File: src/rtl/line_fifo_pkg.sv
// Shared definitions for the multi-channel line FIFO controller:
// default geometry, depth/width helpers and packed-bus lane slicing.
package line_fifo_pkg;

    localparam int C_DEFAULT_DEPTH_WIDTH = 11;
    localparam int DEPTH = 2 ** C_DEFAULT_DEPTH_WIDTH;
    localparam int LVL_W = C_DEFAULT_DEPTH_WIDTH + 1;

    // Ceiling log2, for sizing indices from counts.
    function automatic int clog2(input int value);
        int r;
        int v;
        r = 0;
        v = value - 1;
        while (v > 0) begin
            r = r + 1;
            v = v >>> 1;
        end
        return r;
    endfunction

    // Words per channel for a given address width.
    function automatic int depth_of(input int aw);
        return 1 << aw;
    endfunction

endpackage

// Slice lane idx (width w) out of a packed bus, lane 0 in the LSBs.
`ifndef LFC_LANE
`define LFC_LANE(bus, idx, w) bus[(idx)*(w) +: (w)]
`endif

File: src/rtl/line_fifo_ctrl_chan.sv
// Single-channel FIFO pointer/level/flag controller with optional
// first-word-fall-through prefetch into the external RAM's output register.
module line_fifo_ctrl_chan
    import line_fifo_pkg::*;
#(
    parameter int C_DEPTH_WIDTH      = 11,
    parameter int C_FWFT             = 0,
    parameter int C_ALMOST_FULL_NUM  = 2040,
    parameter int C_ALMOST_EMPTY_NUM = 4
) (
    input  logic                     clk,
    input  logic                     rst,
    input  logic                     flush,
    input  logic                     w_en,
    input  logic                     r_en,
    output logic                     ram_wen,
    output logic [C_DEPTH_WIDTH-1:0] waddr,
    output logic                     wfull,
    output logic                     almost_full,
    output logic                     ram_ren,
    output logic [C_DEPTH_WIDTH-1:0] raddr,
    output logic                     rempty,
    output logic                     almost_empty,
    output logic [C_DEPTH_WIDTH:0]   water_level,
    output logic                     overflow,
    output logic                     underflow
);

    localparam int LW = C_DEPTH_WIDTH + 1;
    localparam logic [LW-1:0] FULL_LVL = LW'(depth_of(C_DEPTH_WIDTH));
    localparam logic [LW-1:0] AF_LVL   = LW'(C_ALMOST_FULL_NUM);
    localparam logic [LW-1:0] AE_LVL   = LW'(C_ALMOST_EMPTY_NUM);

    logic [LW-1:0] wptr_q, wptr_d;
    logic [LW-1:0] rptr_q, rptr_d;
    logic [LW-1:0] level_q, level_d;
    logic          dout_valid_q, dout_valid_d;
    logic          overflow_q, overflow_d;
    logic          underflow_q, underflow_d;
    logic          clr, wa, pa, fetch;

    // Request/accept: w_en and r_en are requests that may be held any
    // length; a request is taken only in a cycle where the matching flag
    // (wfull / rempty) is low and no clear is pending, and the taken
    // transfer is visible as ram_wen / a level change in that same cycle.

    // Status flags come from registered state only.
    always_comb begin
        wfull        = (level_q == FULL_LVL);
        rempty       = (C_FWFT != 0) ? ~dout_valid_q : (level_q == '0);
        almost_full  = (level_q >= AF_LVL);
        almost_empty = (level_q <= AE_LVL);
    end

    // Accept decisions, RAM strobes and next-state computation.
    always_comb begin
        clr = rst | flush;
        wa  = w_en & ~wfull & ~clr;
        pa  = r_en & ~rempty & ~clr;
        if (C_FWFT != 0) begin
            // Keep the RAM output register loaded whenever unread data exists.
            fetch = (wptr_q != rptr_q) & (~dout_valid_q | pa) & ~clr;
        end else begin
            fetch = pa;
        end
        ram_wen      = wa;
        ram_ren      = fetch;
        wptr_d       = wptr_q + LW'(wa);
        rptr_d       = rptr_q + LW'(fetch);
        // Level includes a prefetched word until it is actually popped.
        level_d      = level_q + LW'(wa) - LW'(pa);
        dout_valid_d = (C_FWFT != 0) & (fetch | (dout_valid_q & ~pa));
        overflow_d   = overflow_q | (w_en & wfull);
        underflow_d  = underflow_q | (r_en & rempty);
        if (clr) begin
            wptr_d       = '0;
            rptr_d       = '0;
            level_d      = '0;
            dout_valid_d = 1'b0;
            overflow_d   = 1'b0;
            underflow_d  = 1'b0;
        end
    end

    assign waddr       = wptr_q[C_DEPTH_WIDTH-1:0];
    assign raddr       = rptr_q[C_DEPTH_WIDTH-1:0];
    assign water_level = level_q;
    assign overflow    = overflow_q;
    assign underflow   = underflow_q;

    // Channel state registers with synchronous reset.
    always_ff @(posedge clk) begin
        if (rst) begin
            wptr_q       <= '0;
            rptr_q       <= '0;
            level_q      <= '0;
            dout_valid_q <= 1'b0;
            overflow_q   <= 1'b0;
            underflow_q  <= 1'b0;
        end else begin
            wptr_q       <= wptr_d;
            rptr_q       <= rptr_d;
            level_q      <= level_d;
            dout_valid_q <= dout_valid_d;
            overflow_q   <= overflow_d;
            underflow_q  <= underflow_d;
        end
    end

endmodule

File: src/rtl/line_fifo_ctrl_mc.sv
// Multi-channel line FIFO controller: one independent channel controller
// per image line RAM, with per-channel signals packed lane 0 in the LSBs.
module line_fifo_ctrl_mc
    import line_fifo_pkg::*;
#(
    parameter int C_CHANNELS         = 4,
    parameter int C_DEPTH_WIDTH      = 11,
    parameter int C_FWFT             = 0,
    parameter int C_ALMOST_FULL_NUM  = 2040,
    parameter int C_ALMOST_EMPTY_NUM = 4
) (
    input  logic                                   clk,
    input  logic                                   rst,
    input  logic [C_CHANNELS-1:0]                  flush,
    input  logic [C_CHANNELS-1:0]                  w_en,
    output logic [C_CHANNELS-1:0]                  ram_wen,
    output logic [C_CHANNELS*C_DEPTH_WIDTH-1:0]    waddr,
    output logic [C_CHANNELS-1:0]                  wfull,
    output logic [C_CHANNELS-1:0]                  almost_full,
    input  logic [C_CHANNELS-1:0]                  r_en,
    output logic [C_CHANNELS-1:0]                  ram_ren,
    output logic [C_CHANNELS*C_DEPTH_WIDTH-1:0]    raddr,
    output logic [C_CHANNELS-1:0]                  rempty,
    output logic [C_CHANNELS-1:0]                  almost_empty,
    output logic [C_CHANNELS*(C_DEPTH_WIDTH+1)-1:0] water_level,
    output logic [C_CHANNELS-1:0]                  overflow,
    output logic [C_CHANNELS-1:0]                  underflow
);

    for (genvar c = 0; c < C_CHANNELS; c++) begin : g_chan
        line_fifo_ctrl_chan #(
            .C_DEPTH_WIDTH      (C_DEPTH_WIDTH),
            .C_FWFT             (C_FWFT),
            .C_ALMOST_FULL_NUM  (C_ALMOST_FULL_NUM),
            .C_ALMOST_EMPTY_NUM (C_ALMOST_EMPTY_NUM)
        ) u_chan (
            .clk          (clk),
            .rst          (rst),
            .flush        (flush[c]),
            .w_en         (w_en[c]),
            .r_en         (r_en[c]),
            .ram_wen      (ram_wen[c]),
            .waddr        (`LFC_LANE(waddr, c, C_DEPTH_WIDTH)),
            .wfull        (wfull[c]),
            .almost_full  (almost_full[c]),
            .ram_ren      (ram_ren[c]),
            .raddr        (`LFC_LANE(raddr, c, C_DEPTH_WIDTH)),
            .rempty       (rempty[c]),
            .almost_empty (almost_empty[c]),
            .water_level  (`LFC_LANE(water_level, c, C_DEPTH_WIDTH + 1)),
            .overflow     (overflow[c]),
            .underflow    (underflow[c])
        );
    end

endmodule

File: config.mk
export PLATFORM = sky130hd
export DESIGN_NAME = line_fifo_ctrl_mc
export DESIGN_NICKNAME = d
export VERILOG_FILES = /design/src/rtl/line_fifo_pkg.sv /design/src/rtl/line_fifo_ctrl_chan.sv /design/src/rtl/line_fifo_ctrl_mc.sv
export SDC_FILE = /design/constraint.sdc
export NUM_CORES = 1
export LEC_CHECK = 0
export ABC_AREA = 0
export BUFFER_PORTS_ARGS = -buffer_cell sky130_fd_sc_hd__buf_2
export CORE_ASPECT_RATIO = 1.4
export CORE_MARGIN = 4
export CORE_UTILIZATION = 34
export DETAILED_ROUTE_END_ITERATION = 8
export GPL_TIMING_DRIVEN = 0
export PLACE_DENSITY_LB_ADDON = 0.3
export SLEW_MARGIN = 15
export SYNTH_ARGS = -nofsm -noshare
export SYNTH_HDL_FRONTEND = slang
export SYNTH_SLANG_ARGS = --single-unit
File: constraint.sdc
create_clock -name clk -period 5.85 [get_ports clk]
set_clock_uncertainty 0.2 [all_clocks]
set_input_delay 1.17 -clock clk [delete_from_list [all_inputs] [get_ports clk]]
set_output_delay 1.17 -clock clk [all_outputs]
set_load 0.05 [all_outputs]
# After elaboration in Yosys (flattened, before gate mapping)
# Index checks and enable logic that the tools add are counted.
[totals]
regBits = 152
latch_bits = 0
ram_bits = 0
mem_bits_ro = 0
inputBits = 14
output_inout_bits = 168
elab_cells = 104
mem_count = 0
[classes]
n_addsub = 16
mul = 0
n_div = 0
order_cmp = 8
eq_ne = 4
shifts = 0
mux = 0
bitwise = 48
reduce_logical = 8
[ops]
columns = ["op", "count"]
rows = [
  ["12-bit by 1-bit adder with 12-bit output", 12],
  ["12-bit equality test, second input constant", 4],
  ["12-bit by 11-bit >= comparator with 1-bit output, second input constant", 4],
  ["12-bit by 3-bit <= comparator with 1-bit output, second input constant", 4],
  ["12-bit logical NOT", 4],
  ["12-bit by 1-bit subtractor with 12-bit output", 4],
  ["1-bit bitwise AND", 24],
  ["1-bit NOT", 12],
  ["1-bit bitwise OR", 12],
  ["2-bit OR reduction", 4],
]

# Logic depth before layout (Yosys ltp)
# Gate-level depths: netlist of run 1.
[depth]
depth_word = 6
depth_mapped = 15
ltp_nobuf = 15

# Modules after synthesis
# Synthesis of run 1 repeated with hierarchy kept, for this count alone.
[unflattened]
cells_unflattened = 997
area_unflattened_um2 = 8531.9
[modules_own_cells]
columns = ["mod", "instances", "cells_per_inst", "area_per_inst_um2", "seq_area_each_um2"]
rows = [
  ["line_fifo_ctrl_chan (g_chan[0].u_chan ...)", 3, 249, 2132.0, 720.7],
  ["line_fifo_ctrl_chan (g_chan[2].u_chan)", 1, 250, 2135.8, 720.7],
]

# Worst setup path before layout of run 1
# OpenSTA, ideal clock, no wires.
[synth_timing]
path_kind = "input to register"
from = "input port rst"
to = "register g_chan[3].u_chan.level_q[8]"
setup_ns = 0.128
t_arrival_ns = 3.783
required_time_ns = 5.522
path_slack_ns = 1.739
cell_stages = 11
cell_sequence = "buf_6 > or3b_1 > a41oi_2 > o21ai_1 > ha_1 > fa_1 > a211o_1 > a31o_2 > a311oi_1 > xor2_1 > nor2_1"
[synth_rtl]
columns = ["item", "line", "text"]
rows = [
  ["start, declared", "line_fifo_ctrl_mc.sv:13", "input logic rst,"],
  ["1-bit bitwise OR", "line_fifo_ctrl_chan.sv:57", "clr = rst | flush;"],
  ["1-bit NOT", "line_fifo_ctrl_chan.sv:59", "pa = r_en & ~rempty & ~clr;"],
  ["1-bit bitwise AND", "line_fifo_ctrl_chan.sv:59", ""],
  ["via g_chan[3].u_chan.ram_ren", "line_fifo_ctrl_chan.sv:20", "output logic ram_ren,"],
  ["12-bit by 1-bit subtractor with 12-bit output", "line_fifo_ctrl_chan.sv:71", "level_d = level_q + LW'(wa) - LW'(pa);"],
  ["end signal, assigned", "line_fifo_ctrl_chan.sv:103", "level_q <= level_d;"],
  ["end, declared", "line_fifo_ctrl_chan.sv:36", "logic [LW-1:0] level_q, level_d;"],
]
# The timed path passes the listed nets, and every way through them passes these cells.
# A chain may end at the register's enable or synchronous reset.

# Worst setup path in the final report of run 1
# Ends and elaborated chain as after synthesis.

==> metrics.yaml, run 1 <==
ctsResizeCount: 0
ir_worst_vdd_mv: 0.312
io_buffers: 181
coreArea_sq_um: 24700
grt-ovfl-total: 0
rr_worst_depth: 15
slowest_stage: "fa_1"
grt_max_degree: 17
clk_pin_slew_ns: 0.06
cts-htree-levels: 4
die_y_um: 195
ctsRootBufferMaster: "clkbuf_16"
track_usage_pct: 15.1
crit_chain: "buf_2, buf_6, or3b_1, a41oi_2, o21ai_0, fa_1, a211o_1, a31o_2, a311oi_1, xor2_1, nor2_1"
synthCells: 987
synth_top_area_share_pct: 33.9
setup_slack_ns: 1.62
n_antenna_cell: 0
num-nets-final: 1315
synthTopCellsByArea: "dfxtp_1, ha_1, nor2_1, xor2_1, xnor2_1"
insertion_delay_ns: 0.43
min_path_type: "reg2reg"
clock_path_buffers: 2
firstDrtPassIters: 5
num_rows: 68
synth_async_sr_flop_share_pct: 0
status: "finished clean"
min_period_ns: 4.23
whs_path_depth: 2
endpoint_kind: "flop"
gp_congestion: 0.837
cts_setup_buffers: 0
syn_area_sq_um: 8510
cp_max_fo: 10
yosysWarnings: 0
p_per_area_nw_per_um2: 486
final-seq-area_sq_um: 2880
drt-total-wl_mm: 20.8
synthTopCellsByCount: "dfxtp_1, nor2_1, ha_1"
multi_input_area_sq_um: 5060
tightest_slew_ns: 0.703
synth_most_common_cell: "dfxtp_1"
grt_pass1_vias: 7207
ant_nets: 0
synth_area_per_cell_sq_um: 8.63
cts_sinks: 144
setup-tns-final_ns: 0
io_pins: 182
dp_slack_ns: 1.14
setup_viol: 0
finalCritPeriodShare_pct: 72.3
detail_route.vias_per_cell: 4.82
initial_core_util_pct: 34.5
crit_type: "in2reg"
maxCapViolCount: 0
synth_edf_count: 0
dieArea_sq_um: 27700
relSlewSlack_pct: 52.9
chipWidth_um: 142
synthToLayoutAreaGrowth_pct: 22.0
drive_gt1_share_pct: 21.8
grt_pass1_wl_mm: 34.5
wl_per_cell_um: 13.7
crit_required_ns: 5.95
slowest_delay_ns: 0.52
synth_flop_cell: "dfxtp_1"
cts_tree: "built"
route.detailed.drc: 0
cp.arrival_ns: 4.33
yosysSeqAreaShare_pct: 33.9
antenna_found_initial: 0
drt_iter0_drc: 200
hold_viol: 0
ys_seq_elements: 144
max_freq_ghz: 0.236
rsz0062_at_grt: "no"
worstSetupStartpointType: "primary input"
syn-num-nets: 1115
cts_hold_buf: 0
cts_buffers: 17
final-max-slew-violation-count: 0
num_vias: 7306
fillers: 2557
leakagePower_nw: 4.79
dpl.hpwl_mm: 16.4
ys_types: 58
yosysTopAreaCell: "dfxtp_1"
[power breakdown]
| group | internal, W | switching, W | total, W |
|---|---|---|---|
| clock | 0.000628 | 0.000442 | 0.00107 |
| sequential | 0.00108 | 0.0000996 | 0.00118 |
| combinational | 0.00107 | 0.00173 | 0.00280 |
[flip-flops by register name, indices dropped and copies added, names as in the netlist]
| register | flops |
|---|---|
| g_chan.u_chan.underflow | 4 |
| g_chan.u_chan.wptr_q | 44 |
| g_chan.u_chan.rptr_q | 44 |
| g_chan.u_chan.overflow | 4 |
| g_chan.u_chan.water_level | 48 |
[path summary, 6_finish.rpt]
kind,startpoint,end,slack [ns]
max reg2reg,g_chan[0].u_chan.water_level[2],g_chan[0].u_chan.water_level[10],1.84
min reg2reg,g_chan[0].u_chan.underflow,g_chan[0].u_chan.underflow,0.27
max,rst,g_chan[3].u_chan.water_level[8],1.62
min,g_chan[0].u_chan.underflow,g_chan[0].u_chan.underflow,0.27
[critical path, delay by kind of cell]
family                     cells  cell delay [ns]
AOI/OAI and AO/OA              5             1.71
and+or+nand+nor                2             0.46
adders and majority gates      1             0.52
xor gates and xnor gates       1             0.17
buffers and inverters          2             0.28
[cell usage in the layout, fill, tap and decap left out, drive strengths merged, types with 6 or more instances in the layout]
cell    Yosys  routed
buf        36     217
dfxtp     144     144
nor2      133     133
ha        110     110
inv        64      66
nand3      53      53
a21oi      51      51
xor2       50      50
xnor2      38      38
nand2      37      37
o21ai      37      37
clkbuf     16      35
and2       26      26
and3       26      26
or3        21      21
nor3       18      18
nand4      14      14
nand2b     11      11
a21o       10      10
nor2b       9       9
o211ai      6       6
a31oi       6       6
[through the flow]
stage               util (%)  total power [W]  hold slack, ns  cell area, sq um  instances
detailed placement      39.8          0.00401           0.256              9810       1483
CTS                     42.1          0.00511           0.272             10400       1515
global placement        39.8          0.00399           0.250              9810       1483
global route            42.1          0.00541           0.297             10400       1515
finish                  42.1          0.00504           0.267             10400       1515
floorplan                  -          0.00348           0.238              8510        987
[logic make-up (layout without fill, tap and decap cells)]
family / count (synthesis) / after routing / share of synthesized area [%]
xor gates and xnor gates: 88 / 88 / 9.05
muxes: 6 / 6 / 0.720
AOI/OAI and AO/OA: 150 / 150 / 11.1
buffers and inverters: 116 / 329 / 6.72
adders and majority gates: 114 / 114 / 17.1
DFF: 144 / 144 / 33.9
and+or+nand+nor: 369 / 369 / 21.4
[layout make-up]
cell class | instances | area share (%)
plain buffers | 52 | 3.19
inverters | 64 | 2.31
flip-flops and latches | 144 | 27.8
clock buffers | 19 | 4.17
multi-input cells | 727 | 48.7
repair buffers | 181 | 8.72
clock inverters | 13 | 1.34
well taps | 315 | 3.79
[routing by layer]
metal / vias to the layer above / share of wire (%) / routed length, um / track usage (%)
met1: 3434 / 42 / 8650 / 16.7
met2: 123 / 52 / 10800 / 27.9
met4: 0 / 1.7 / 344 / 4.84
li1: 3731 / - / - / -
met3: 18 / 4.7 / 974 / 3.92
met5: - / 0 / 0 / 0
Note: power is estimated with default switching activity, not from simulation.
==> run 2, diff against run 1 <==
==> constraint.sdc (replaced) <==
create_clock -name clk -period 4.1 [get_ports clk]
set_clock_uncertainty 0.2 [all_clocks]
set_input_delay 0.82 -clock clk [delete_from_list [all_inputs] [get_ports clk]]
set_output_delay 0.82 -clock clk [all_outputs]
set_load 0.05 [all_outputs]
==> run 2 against run 1 <==
Sequential power rose by 42%. Largest power group unchanged. Hold slack improved by 0.0011 ns. Power rose by 43%. Critical path type is now reg2reg. Critical path depth rose by 3. Final cell count rose by 0.13%. Die area did not move. Combinational power rose by 44%.
==> metrics.yaml, run 2 (synthesis results as in run 1) <==
status: "finished clean"  # unchanged
largest_register_ffs: 48  # unchanged
cts_sinks: 144  # unchanged
endpoint: "g_chan[3].u_chan.water_level[8]"  # unchanged
io_pins: 182  # unchanged
setup_viol: 0  # unchanged
cts_tree: "built"  # unchanged
grt_pass1_wl_mm: 34.5  # unchanged
cts-htree-levels: 4  # unchanged
clockPowerShare_pct: 21.2  # about the same
cts_hold_buf: 0  # unchanged
cp_max_fo: 4  # was 10
synthToLayoutAreaGrowth_pct: 22.4  # was 22.0%
grtUsageMet3_pct: 3.92  # unchanged
num_vias: 7318  # was 7306
insertion_delay_ns: 0.43  # about the same
drive_gt1_share_pct: 22.3  # was 21.8%
crit_type: "reg2reg"  # was in2reg
max_freq_ghz: 0.262
drt_iter0_drc: 199  # was 200
stdcell_count: 1517  # was 1515
tightest_slew_ns: 0.698  # was 0.703 ns
final_common_cell: "buf_2"  # unchanged
crit_required_ns: 4.20  # was 5.95 ns
n_antenna_cell: 0  # unchanged
finalCritPeriodShare_pct: 93.0
firstDrtPassIters: 4  # was 5
detail_route.vias_per_cell: 4.82  # about the same
startpoint: "g_chan[3].u_chan.water_level[4]"  # was rst
cts_buffers: 17  # unchanged
grt_max_degree: 17  # unchanged
drt-total-wl_mm: 20.8  # about the same
slowest_stage: "fa_1"  # unchanged
initial_core_util_pct: 34.5  # unchanged
relSlewSlack_pct: 53.3  # was 52.9%
wl_per_cell_um: 13.7  # about the same
r2r-start: "g_chan[3].u_chan.water_level[4]"  # was g_chan[0].u_chan.water_level[2]
grt_pass1_vias: 7207  # unchanged
dpl.cell_count: 1483  # unchanged
crit_chain: "inv_1, ha_1, nor4bb_2, and2_1, and3_2, or3_1, o21ai_1, ha_1, fa_1, a211o_1, a31o_2, a311oi_1, xor2_1, nor2_1"  # was buf_2, buf_6, or3b_1, a41oi_2, o21ai_0, fa_1, a211o_1, a31o_2, a311oi_1, xor2_1, nor2_1
final-max-slew-violation-count: 0  # unchanged
intPower_w: 0.00397  # was 0.00277 W
io_buffers: 181  # unchanged
grt-ovfl-total: 0  # unchanged
worstSetupStartpointType: "flop"  # was primary input
num_rows: 68  # unchanged
met2_usage_pct: 27.9  # unchanged
hold_viol: 0  # unchanged
use_met1_pct: 16.7  # unchanged
route.detailed.drc: 0  # unchanged
coreArea_sq_um: 24700  # unchanged
swShare_pct: 45.0  # about the same
fillers: 2555  # was 2557
antenna_found_initial: 0  # unchanged
die_y_um: 195  # unchanged
num-nets-final: 1317  # was 1315
gp_congestion: 0.837  # unchanged
final_core_util_pct: 42.2  # was 42.1%
critPathMostFrequentCell: "ha_1"
pwr-share-seq_pct: 23.3  # was 23.4%
ctsRootBufferMaster: "clkbuf_16"  # unchanged
maxCapViolCount: 0  # unchanged
reg2reg_slack_ns: 0.29  # was 1.84 ns
chipWidth_um: 142  # unchanged
dieArea_sq_um: 27700  # unchanged
clk_pin_slew_ns: 0.06  # about the same
track_usage_pct: 15.1  # unchanged
endpoint_kind: "flop"  # unchanged
dpl.hpwl_mm: 16.4  # unchanged
rsz0062_at_grt: "no"  # unchanged
min_period_ns: 3.81
cp.arrival_ns: 3.91  # was 4.33 ns
reg2reg_to: "g_chan[3].u_chan.water_level[8]"  # was g_chan[0].u_chan.water_level[10]
ir_worst_vdd_mv: 0.445  # was 0.312 mV
switchingPower_w: 0.00325  # was 0.00227 W
min_path_type: "reg2reg"  # unchanged
comb_power_share_pct: 55.6  # was 55.4%
p_per_area_nw_per_um2: 694  # was 486 nW/um^2
rr_worst_depth: 14  # was 15
clock_path_buffers: 2  # unchanged
ant_nets: 0  # unchanged
final_cell_mix: "buf_2, dfxtp_1, nor2_1"  # unchanged
leakagePower_nw: 4.81  # was 4.79 nW
slowest_delay_ns: 0.43  # was 0.52 ns
grt_busiest_layer: "met2"  # unchanged
## run 2: per-stage QoR
stage	cell area (sq um)	hold slack [ns]	total power, W	setup TNS [ns]	setup slack (ns)
global route	10400	0.297	0.00776	0	0.0251
CTS	10400	0.272	0.00729	0	0.0612
finish	10400	0.268	0.00723	0	0.287
detailed placement	9810	0.256	0.00572	-0.569	-0.257
floorplan	8510	0.238	0.00496	0	0.106
global placement	9810	0.250	0.00570	-0.623	-0.268
## run 2: final cells by class
type                    instances  area [sq um]  area share [%]
multi-input cells             727          5080            48.8
flip-flops and latches        144          2880            27.7
repair buffers                183           921            8.84
clock buffers                  19           433            4.15
well taps                     315           394            3.78
plain buffers                  52           332            3.18
inverters                      64           240            2.30
clock inverters                13           139            1.33
## run 2: how the worst min path moves through the flow
stage	slack, ns	start	endpoint	depth (start not counted)
2_1_floorplan	0.24	g_chan[0].u_chan.overflow	g_chan[0].u_chan.overflow	2
3_3_place_gp	0.25	g_chan[2].u_chan.overflow	g_chan[2].u_chan.overflow	2
3_5_place_dp	0.26	g_chan[0].u_chan.underflow	g_chan[0].u_chan.underflow	2
4_1_cts	0.27	g_chan[0].u_chan.underflow	g_chan[0].u_chan.underflow	2
5_1_grt	0.30	g_chan[0].u_chan.underflow	g_chan[0].u_chan.underflow	2
6_report	0.27	g_chan[2].u_chan.overflow	g_chan[2].u_chan.overflow	2
## run 2: layer usage
metal / share of wire [%] / vias up
met3: 4.7 / 18
met1: 41 / 3443
met2: 52 / 123
met4: 1.7 / 0
met5: 0 / -
li1: - / 3734
## run 2: worst max-delay path: cells and delay by family (launching register included)
| kind | cells | cell delay [ns] |
|---|---|---|
| and+or+nand+nor | 5 | 1.06 |
| AOI/OAI and AO/OA | 4 | 0.97 |
| adders and majority gates | 3 | 0.84 |
| DFF | 1 | 0.35 |
| xor gates and xnor gates | 1 | 0.17 |
| buffers and inverters | 1 | 0.09 |
## run 2: what timing repair did
action                     4_1_cts  5_1_grt
setup endpoints to repair        0        5
gates resized for setup          0        6
setup buffers                    0        2
## run 2: power groups by stage
stage               clock network [W]  logic [W]  registers (W)
CTS                           0.00158    0.00402        0.00168
detailed placement                  0    0.00400        0.00172
global route                  0.00163    0.00442        0.00171
floorplan                           0    0.00286        0.00210
global placement                    0    0.00398        0.00171
finish                        0.00153    0.00402        0.00168
